<file path="config.mk">
export PLATFORM = sky130hd
export DESIGN_NAME = uart_cmd_decoder
export DESIGN_NICKNAME = d
export VERILOG_FILES = /design/src/rtl/uart_cmd_decoder.sv
export SDC_FILE = /design/constraint.sdc
export NUM_CORES = 1
export LEC_CHECK = 0
export CORE_MARGIN = 2
export CORE_UTILIZATION = 45
export DETAILED_ROUTE_END_ITERATION = 10
export MAX_ROUTING_LAYER = met4
export PLACE_DENSITY = 0.81
export SLEW_MARGIN = 20
export SYNTH_ARGS = -nofsm -noshare
export SYNTH_HDL_FRONTEND = slang
export SYNTH_SLANG_ARGS = --single-unit
</file>
<file path="constraint.sdc">
create_clock -name clk_i -period 3.1 [get_ports clk_i]
set_clock_uncertainty 0.05 [all_clocks]
set_input_delay 0.31 -clock clk_i [delete_from_list [all_inputs] [get_ports clk_i]]
set_output_delay 0.31 -clock clk_i [all_outputs]
set_load 0.02 [all_outputs]
</file>
<file path="src/rtl/uart_cmd_decoder.sv">
// Command decoder behind uart_rx: validates Hamming(7,4) frames, drives out_en, replies ACK/NACK.
// Optional single-bit correction enabled by defining HAMMING_CORRECT_EN.
module uart_cmd_decoder #(
    parameter logic [7:0]  ACK_BYTE   = 8'h3C,
    parameter logic [7:0]  NACK_BYTE  = 8'hC3,
    parameter int unsigned TX_TIMEOUT = 1000,
    parameter logic [3:0]  CMD_ON     = 4'h6,
    parameter logic [3:0]  CMD_OFF    = 4'hD
) (
    input  logic       clk_i,
    input  logic       reset_ni,
    input  logic [7:0] rx_data_i,
    input  logic       rx_done_i,
    input  logic       parity_error_i,
    input  logic       tx_busy_i,
    output logic [7:0] tx_data_o,
    output logic       start_tx_o,
    output logic       out_en_o,
    output logic       cmd_strobe_o,
    output logic [7:0] err_count_o
);

    localparam logic [1:0] StIdle     = 2'd0;
    localparam logic [1:0] StDecode   = 2'd1;
    localparam logic [1:0] StSendReq  = 2'd2;
    localparam logic [1:0] StSendWait = 2'd3;

    localparam int unsigned TimerW = (TX_TIMEOUT > 1) ? $clog2(TX_TIMEOUT) : 1;

    logic [1:0]        state_q, state_d;
    logic [7:0]        frame_q, frame_d;
    logic              perr_q, perr_d;
    logic [7:0]        tx_data_q, tx_data_d;
    logic              start_tx_q, start_tx_d;
    logic              out_en_q, out_en_d;
    logic              strobe_q, strobe_d;
    logic [7:0]        err_q, err_d;
    logic [TimerW-1:0] timer_q, timer_d;

    logic [6:0] code, code_fix;
    logic [2:0] syn;
    logic [3:0] nibble;
    logic       unrecov, is_on, is_off, accept;
    logic       overrun, reject, timeout;
    logic [8:0] err_sum;

    // Syndrome and nibble extraction from the registered frame
    always_comb begin
        code = frame_q[6:0];
        syn  = {code[3] ^ code[4] ^ code[5] ^ code[6],
                code[1] ^ code[2] ^ code[5] ^ code[6],
                code[0] ^ code[2] ^ code[4] ^ code[6]};
`ifdef HAMMING_CORRECT_EN
        for (int i = 0; i < 7; i++) begin
            code_fix[i] = code[i] ^ (syn == 3'(i + 1));
        end
        unrecov = 1'b0;
`else
        code_fix = code;
        unrecov  = (syn != 3'd0);
`endif
        nibble = {code_fix[6], code_fix[5], code_fix[4], code_fix[2]};
        is_on  = (nibble == CMD_ON);
        is_off = (nibble == CMD_OFF);
        accept = !perr_q && frame_q[7] && !unrecov && (is_on || is_off);
    end

    always_comb begin
        state_d    = state_q;
        frame_d    = frame_q;
        perr_d     = perr_q;
        tx_data_d  = tx_data_q;
        start_tx_d = start_tx_q;
        out_en_d   = out_en_q;
        strobe_d   = 1'b0;
        timer_d    = timer_q;
        reject     = 1'b0;
        timeout    = 1'b0;
        overrun    = rx_done_i && (state_q != StIdle);

        case (state_q)
            StIdle: begin
                if (rx_done_i) begin
                    frame_d = rx_data_i;
                    perr_d  = parity_error_i;
                    state_d = StDecode;
                end
            end
            StDecode: begin
                if (accept) begin
                    out_en_d  = is_on;
                    strobe_d  = 1'b1;
                    tx_data_d = ACK_BYTE;
                end else begin
                    tx_data_d = NACK_BYTE;
                    reject    = 1'b1;
                end
                start_tx_d = 1'b1;
                timer_d    = '0;
                state_d    = StSendReq;
            end
            StSendReq: begin
                if (tx_busy_i) begin
                    start_tx_d = 1'b0;
                    state_d    = StSendWait;
                end else if (timer_q == TimerW'(TX_TIMEOUT - 1)) begin
                    start_tx_d = 1'b0;
                    timeout    = 1'b1;
                    state_d    = StIdle;
                end else begin
                    timer_d = timer_q + 1'b1;
                end
            end
            StSendWait: begin
                start_tx_d = 1'b0;
                if (!tx_busy_i) begin
                    state_d = StIdle;
                end
            end
            default: state_d = StIdle;
        endcase

        // Overrun can coincide with a reject or timeout, giving +2
        err_sum = {1'b0, err_q} + {8'd0, overrun} + {8'd0, reject | timeout};
        err_d   = err_sum[8] ? 8'hFF : err_sum[7:0];
    end

    always_ff @(posedge clk_i or negedge reset_ni) begin
        if (!reset_ni) begin
            state_q    <= StIdle;
            frame_q    <= '0;
            perr_q     <= 1'b0;
            tx_data_q  <= '0;
            start_tx_q <= 1'b0;
            out_en_q   <= 1'b0;
            strobe_q   <= 1'b0;
            err_q      <= '0;
            timer_q    <= '0;
        end else begin
            state_q    <= state_d;
            frame_q    <= frame_d;
            perr_q     <= perr_d;
            tx_data_q  <= tx_data_d;
            start_tx_q <= start_tx_d;
            out_en_q   <= out_en_d;
            strobe_q   <= strobe_d;
            err_q      <= err_d;
            timer_q    <= timer_d;
        end
    end

    assign tx_data_o    = tx_data_q;
    assign start_tx_o   = start_tx_q;
    assign out_en_o     = out_en_q;
    assign cmd_strobe_o = strobe_q;
    assign err_count_o  = err_q;

endmodule

</file>
==> results of run 1 <==
-- final cells by class --
class / count / share of cell area (%)
inverters: 1 / 0.176
flip-flops and latches: 34 / 39.9
multi-input cells: 111 / 38.0
repair buffers: 34 / 15.6
well taps: 48 / 2.81
clock buffers: 7 / 3.58
-- critical path: stages (launching register included) --
cell,delay [ns]
dfrtp_1,0.43
or3b_1,0.39
a211o_1,0.35
a211oi_1,0.16
o21ai_0,0.14
fa_1,0.45
ha_1,0.24
nand2_1,0.09
nor2b_1,0.07
nand3_1,0.20
nand2_1,0.09
-- where the power goes --
part / switching, mW / leakage [nW] / internal (mW)
logic: 0.365 / 0.451 / 0.386
clock network: 0.144 / 0.0383 / 0.154
registers: 0.169 / 0.430 / 0.590
total: 0.678 / 0.919 / 1.13
-- state kept, by name, summed over array words and instances (netlist names) --
signal / flops
out_en_o: 1
cmd_strobe_o: 1
frame_q: 8
tx_data_o: 2
start_tx_o: 1
err_count_o: 8
perr_q: 1
state_q: 2
timer_q: 10
-- logic make-up after synthesis --
family | Yosys count | share of synthesized area (%)
buffers and inverters | 10 | 3.49
xor gates and xnor gates | 12 | 6.10
muxes | 13 | 8.58
adders and majority gates | 3 | 2.62
AOI/OAI and AO/OA | 24 | 11.0
and+or+nand+nor | 59 | 18.8
DFF | 34 | 49.4
-- through the flow --
| step | power, mW | util (%) | instances | instance area [µm²] | worst slack [ns] |
|---|---|---|---|---|---|
| after floorplan | 1.27 | - | 155 | 1720 | 0.509 |
| after global placement | 1.49 | 56.2 | 228 | 2060 | 0.404 |
| after detailed placement | 1.52 | 56.2 | 228 | 2060 | 0.300 |
| after CTS | 1.83 | 58.3 | 235 | 2130 | 0.286 |
| after global routing | 1.94 | 58.3 | 235 | 2130 | 0.0681 |
| final | 1.81 | 58.3 | 235 | 2130 | 0.315 |
-- Yosys cell counts (2+ instances only) --
library cell	number	area [µm²]
mux2_2	10	113
xnor2_1	5	43.8
ha_1	2	25.0
nand3b_1	3	22.5
o2bb2ai_1	2	17.5
nand3_1	6	30.0
xor2_1	7	61.3
nor3_1	2	10.0
or3_1	2	12.5
and2_1	3	18.8
buf_4	6	45.0
clkbuf_1	3	11.3
nand4_1	3	18.8
and3_1	6	37.5
o21ai_0	4	20.0
nand2_1	14	52.6
mux2i_1	2	20.0
a21oi_1	4	20.0
a2bb2oi_1	2	17.5
nand2b_1	2	12.5
nor2_1	9	33.8
nor2b_1	4	25.0
dfrtp_1	34	851
-- worst min-delay path by stage --
stage / endpoint / slack (ns)
final: timer_q[1]$_DFFE_PN0P_ / 0.39
after global routing: timer_q[3]$_DFFE_PN0P_ / 0.42
after CTS: timer_q[1]$_DFFE_PN0P_ / 0.41
after detailed placement: start_tx_o$_DFFE_PN0P_ / 0.44
after global placement: timer_q[8]$_DFFE_PN0P_ / 0.42
after floorplan: cmd_strobe_o$_DFF_PN0_ / -0.04
-- per-layer routing --
metal / wire length [µm] / track usage [%] / part of all wire, % / vias up
met1: 1360 / 21.1 / 41 / 640
met3: 130 / 3.07 / 3.9 / 7
met2: 1790 / 31.4 / 54 / 32
met5: 0 / - / 0 / -
met4: 52 / 8.33 / 1.6 / 0
li1: - / - / - / 608
-- placed cells by master (no fill, tap or decap), types with 3 or more instances in the layout --
cell type / synthesis / routed
buf_4: 6 / 3
nand3b_1: 3 / 3
xnor2_1: 5 / 5
nand4_1: 3 / 3
mux2_2: 10 / 10
clkbuf_8: 0 / 5
nand3_1: 6 / 6
dfrtp_1: 34 / 34
xor2_1: 7 / 7
and3_1: 6 / 6
a21oi_1: 4 / 4
nand2_1: 14 / 14
nor2_1: 9 / 9
clkdlybuf4s50_1: 0 / 31
and2_1: 3 / 3
o21ai_0: 4 / 4
nor2b_1: 4 / 4
==> flow_metrics.tcl, run 1 <==
set metrics [dict create \
    status "completed" \
    grt_max_degree 35 \
    syn-num-nets 171 \
    drt_iter0_drc 48 \
    area_delta_synth_final_pct 24.0 \
    synth_cell_type_count 43 \
    tightest_slew_ns 0.429 \
    nFillCells 304 \
    htree_levels 2 \
    vias 1287 \
    ant_nets 0 \
    dieWidth_um 65.9 \
    r2r-start "frame_q[6]$_DFFE_PN0P_" \
    finalHoldWorstSlack_ns 0.389 \
    min_path_type "in -> async" \
    dp_hpwl_um 2510 \
    max_freq_mhz 359 \
    hold_viol 0 \
    drv_cap 0 \
    setup_tns_ns 0 \
    grt_pass1_vias 1335 \
    critPathCaptureType "register" \
    first_pass_iters 4 \
    ys_warn_count 0 \
    syn_inst 155 \
    r2r_end "err_count_o[5]$_DFF_PN0_" \
    clk_latency_ns 0.28 \
    max_slew_margin_pct 71.4 \
    cp.arrival_ns 2.89 \
    gr-total-overflow 0 \
    vias_per_cell 5.48 \
    wl_per_cell_um 14.2 \
    netlist_area_mm2 0.00172 \
    drt_wl_total_um 3330 \
    finalMaxSlewViolations 0 \
    reg2reg_slack_ns 0.32 \
    worst-path-max-fanout 6 \
    postCtsHoldBufs 0 \
    std_cell_rows 22 \
    clkTransAtPathRegs_ns 0.06 \
    synth_seq_cells 34 \
    endpoint "err_count_o[5]$_DFF_PN0_" \
    power.density_mw_per_mm2 847 \
    ir_drop_mv 0.595 \
    synthFlopType "dfrtp_1" \
    grtUsageTotal_pct 18.3 \
    place.gp.congestion 0.796 \
    numPortBuffers 31 \
    multi_input_area_um2 811 \
    grt_pass1_wl_um 5940 \
    cts_sinks 34 \
    setup.worst_path.class "reg -> reg" \
    ys_seq_area_share_pct 49.4 \
    cts_tree "done" \
    antenna_found_initial 0 \
    setup_viol 0 \
    cp-startpoint "frame_q[6]$_DFFE_PN0P_" \
    final_nets 203 \
    cts.path.max_buffers 2 \
    ctsResizeCount 0 \
    rsz0062_at_grt "no" \
    seqCellArea_um2 851 \
    cts_root_buf "clkbuf_8" \
    numCtsBuffers 5 \
    required_ns 3.21 \
    rr_worst_depth 10 \
    die_area_mm2 0.00434 \
    diodes 0 \
    io_pins 32 \
    p_leak_nw 0.919 \
    cts_setup_buffers 0 \
    initial_core_util_pct 47.0 \
    fin_crit_sh_pct 89.8 \
    drive_above_1_share_pct 12.8 \
    drc 0 \
    avgSynthCellArea_um2 11.1 \
    coreArea_mm2 0.00366 \
    min_period_ns 2.78 \
    die_h_um 65.9 \
    crit_path_start_kind "register" \
    synth_edf_count 0 \
    async_reset_ff_share_pct 100 \
]
No activity file was read; power rests on OpenSTA's default activity.
==> run 2, diff against run 1 <==
CORE_ASPECT_RATIO = 0.75   (was unset)
==> flow_metrics.tcl, run 2 (synthesized netlist as in run 1, its figures left out) <==
set metrics [dict create \
    clk_latency_ns 0.28 \
    drt_iter0_drc 82 \
    min_period_ns 2.80 \
    power.density_mw_per_mm2 907 \
    drc 0 \
    finalMaxSlewViolations 0 \
    setup.worst_path.class "reg -> reg" \
    io_pins 32 \
    cts_tree "done" \
    reg2reg_slack_ns 0.30 \
    antenna_found_initial 0 \
    diodes 0 \
    dp_hpwl_um 2360 \
    largest-register "timer_q" \
    clkTransAtPathRegs_ns 0.07 \
    vias 1268 \
    hold_viol 0 \
    cts_sinks 34 \
    postCtsHoldBufs 0 \
    die_h_um 57.6 \
    coreArea_mm2 0.00366 \
    vias_per_cell 5.28 \
    nFillCells 304 \
    ctsResizeCount 0 \
    final_nets 203 \
    die_area_mm2 0.00434 \
    rr_worst_depth 10 \
    dieWidth_um 75.4 \
    setup_viol 0 \
    min_path_type "in -> async" \
    gr-total-overflow 0 \
    grtUsageTotal_pct 17.4 \
    area_delta_synth_final_pct 27.8 \
    initial_core_util_pct 47.0 \
    critPathCaptureType "register" \
    mostFrequentLayoutCell "dfrtp_1" \
    grt_max_degree 35 \
    std_cell_rows 19 \
    max_slew_margin_pct 69.2 \
    largest_register_ffs 10 \
    cts_setup_buffers 0 \
    numCtsBuffers 5 \
    htree_levels 2 \
    drt_wl_total_um 3180 \
    rsz0062_at_grt "no" \
    p_total_mw 2.00 \
    r2r-start "frame_q[6]$_DFFE_PN0P_" \
    wl_per_cell_um 13.2 \
    final_cell_mix "dfrtp_1, clkdlybuf4s50_1, nand2_1, mux2_2, nor2_1" \
    tightest_slew_ns 0.463 \
    crit_path_start_kind "register" \
    cts.path.max_buffers 2 \
    first_pass_iters 4 \
    ant_nets 0 \
    grt_pass1_wl_um 5520 \
    grt_pass1_vias 1258 \
    cp-startpoint "frame_q[6]$_DFFE_PN0P_" \
    status "completed" \
    max_freq_mhz 357 \
    required_ns 3.22 \
    ir_drop_mv 0.580 \
    setup_tns_ns 0 \
    r2r_end "err_count_o[1]$_DFF_PN0_" \
    drv_cap 0 \
    cp.arrival_ns 2.92 \
    place.gp.congestion 0.793 \
    fin_crit_sh_pct 90.4 \
    numPortBuffers 31 \
    endpoint "err_count_o[1]$_DFF_PN0_" \
    worst-path-max-fanout 6 \
    p_leak_nw 0.949 \
    drive_above_1_share_pct 14.4 \
    cts_root_buf "clkbuf_8" \
]
run 2: how the worst min path moves through the flow:
stage | startpoint | cells after the start | end | slack, ns
final | reset_ni | 2 | timer_q[3]$_DFFE_PN0P_ | 0.38
after global routing | reset_ni | 2 | timer_q[5]$_DFFE_PN0P_ | 0.42
after CTS | reset_ni | 2 | timer_q[8]$_DFFE_PN0P_ | 0.39
after detailed placement | timer_q[8]$_DFFE_PN0P_ | 1 | timer_q[8]$_DFFE_PN0P_ | 0.43
after global placement | timer_q[8]$_DFFE_PN0P_ | 1 | timer_q[8]$_DFFE_PN0P_ | 0.42
after floorplan | reset_ni | 0 | cmd_strobe_o$_DFF_PN0_ | -0.04
run 2: critical path, cell delays in order, from the launching register on:
cell and delay [ns]:
dfrtp_1 0.44, or3b_1 0.41, a211o_1 0.35, a211oi_1 0.17
o21ai_0 0.13, fa_1 0.43, ha_1 0.23, nand2_1 0.10
nor2b_1 0.07, nand3_1 0.20, nand2b_1 0.09
run 2: metrics by stage:
| step | std cells | hold slack, ns | area, µm² | setup slack, ns | utilization (%) |
|---|---|---|---|---|---|
| finish | 240 | 0.378 | 2200 | 0.296 | 60.1 |
| global route | 240 | 0.423 | 2200 | 0.0924 | 60.1 |
| CTS | 240 | 0.391 | 2200 | 0.287 | 60.1 |
| detailed placement | 232 | 0.429 | 2060 | 0.287 | 56.4 |
| global placement | 232 | 0.416 | 2060 | 0.406 | 56.4 |
| floorplan | 155 | -0.0356 | 1720 | 0.509 | - |
run 2: where the power goes:
group          switching [mW]  internal, mW  total (mW)
logic                   0.363         0.386       0.749
clock network           0.162         0.322       0.484
registers               0.174         0.589       0.764
total                   0.700          1.30        2.00
run 2: metal layers:
metal	vias up	GRT usage [%]	wire, µm
met1	617	20.9	1350
met2	33	28.1	1620
met3	5	5.30	174
li1	613	-	-
met4	0	5.26	29
met5	-	-	0
run 2: final cells by class:
type                    count  area, µm²  share of cell area (%)
clock inverters             3       68.8                    3.13
repair buffers             34        333                    15.1
flip-flops and latches     34        851                    38.7
well taps                  52       65.1                    2.96
clock buffers               5       68.8                    3.13
multi-input cells         111        811                    36.8
inverters                   1       3.75                   0.171
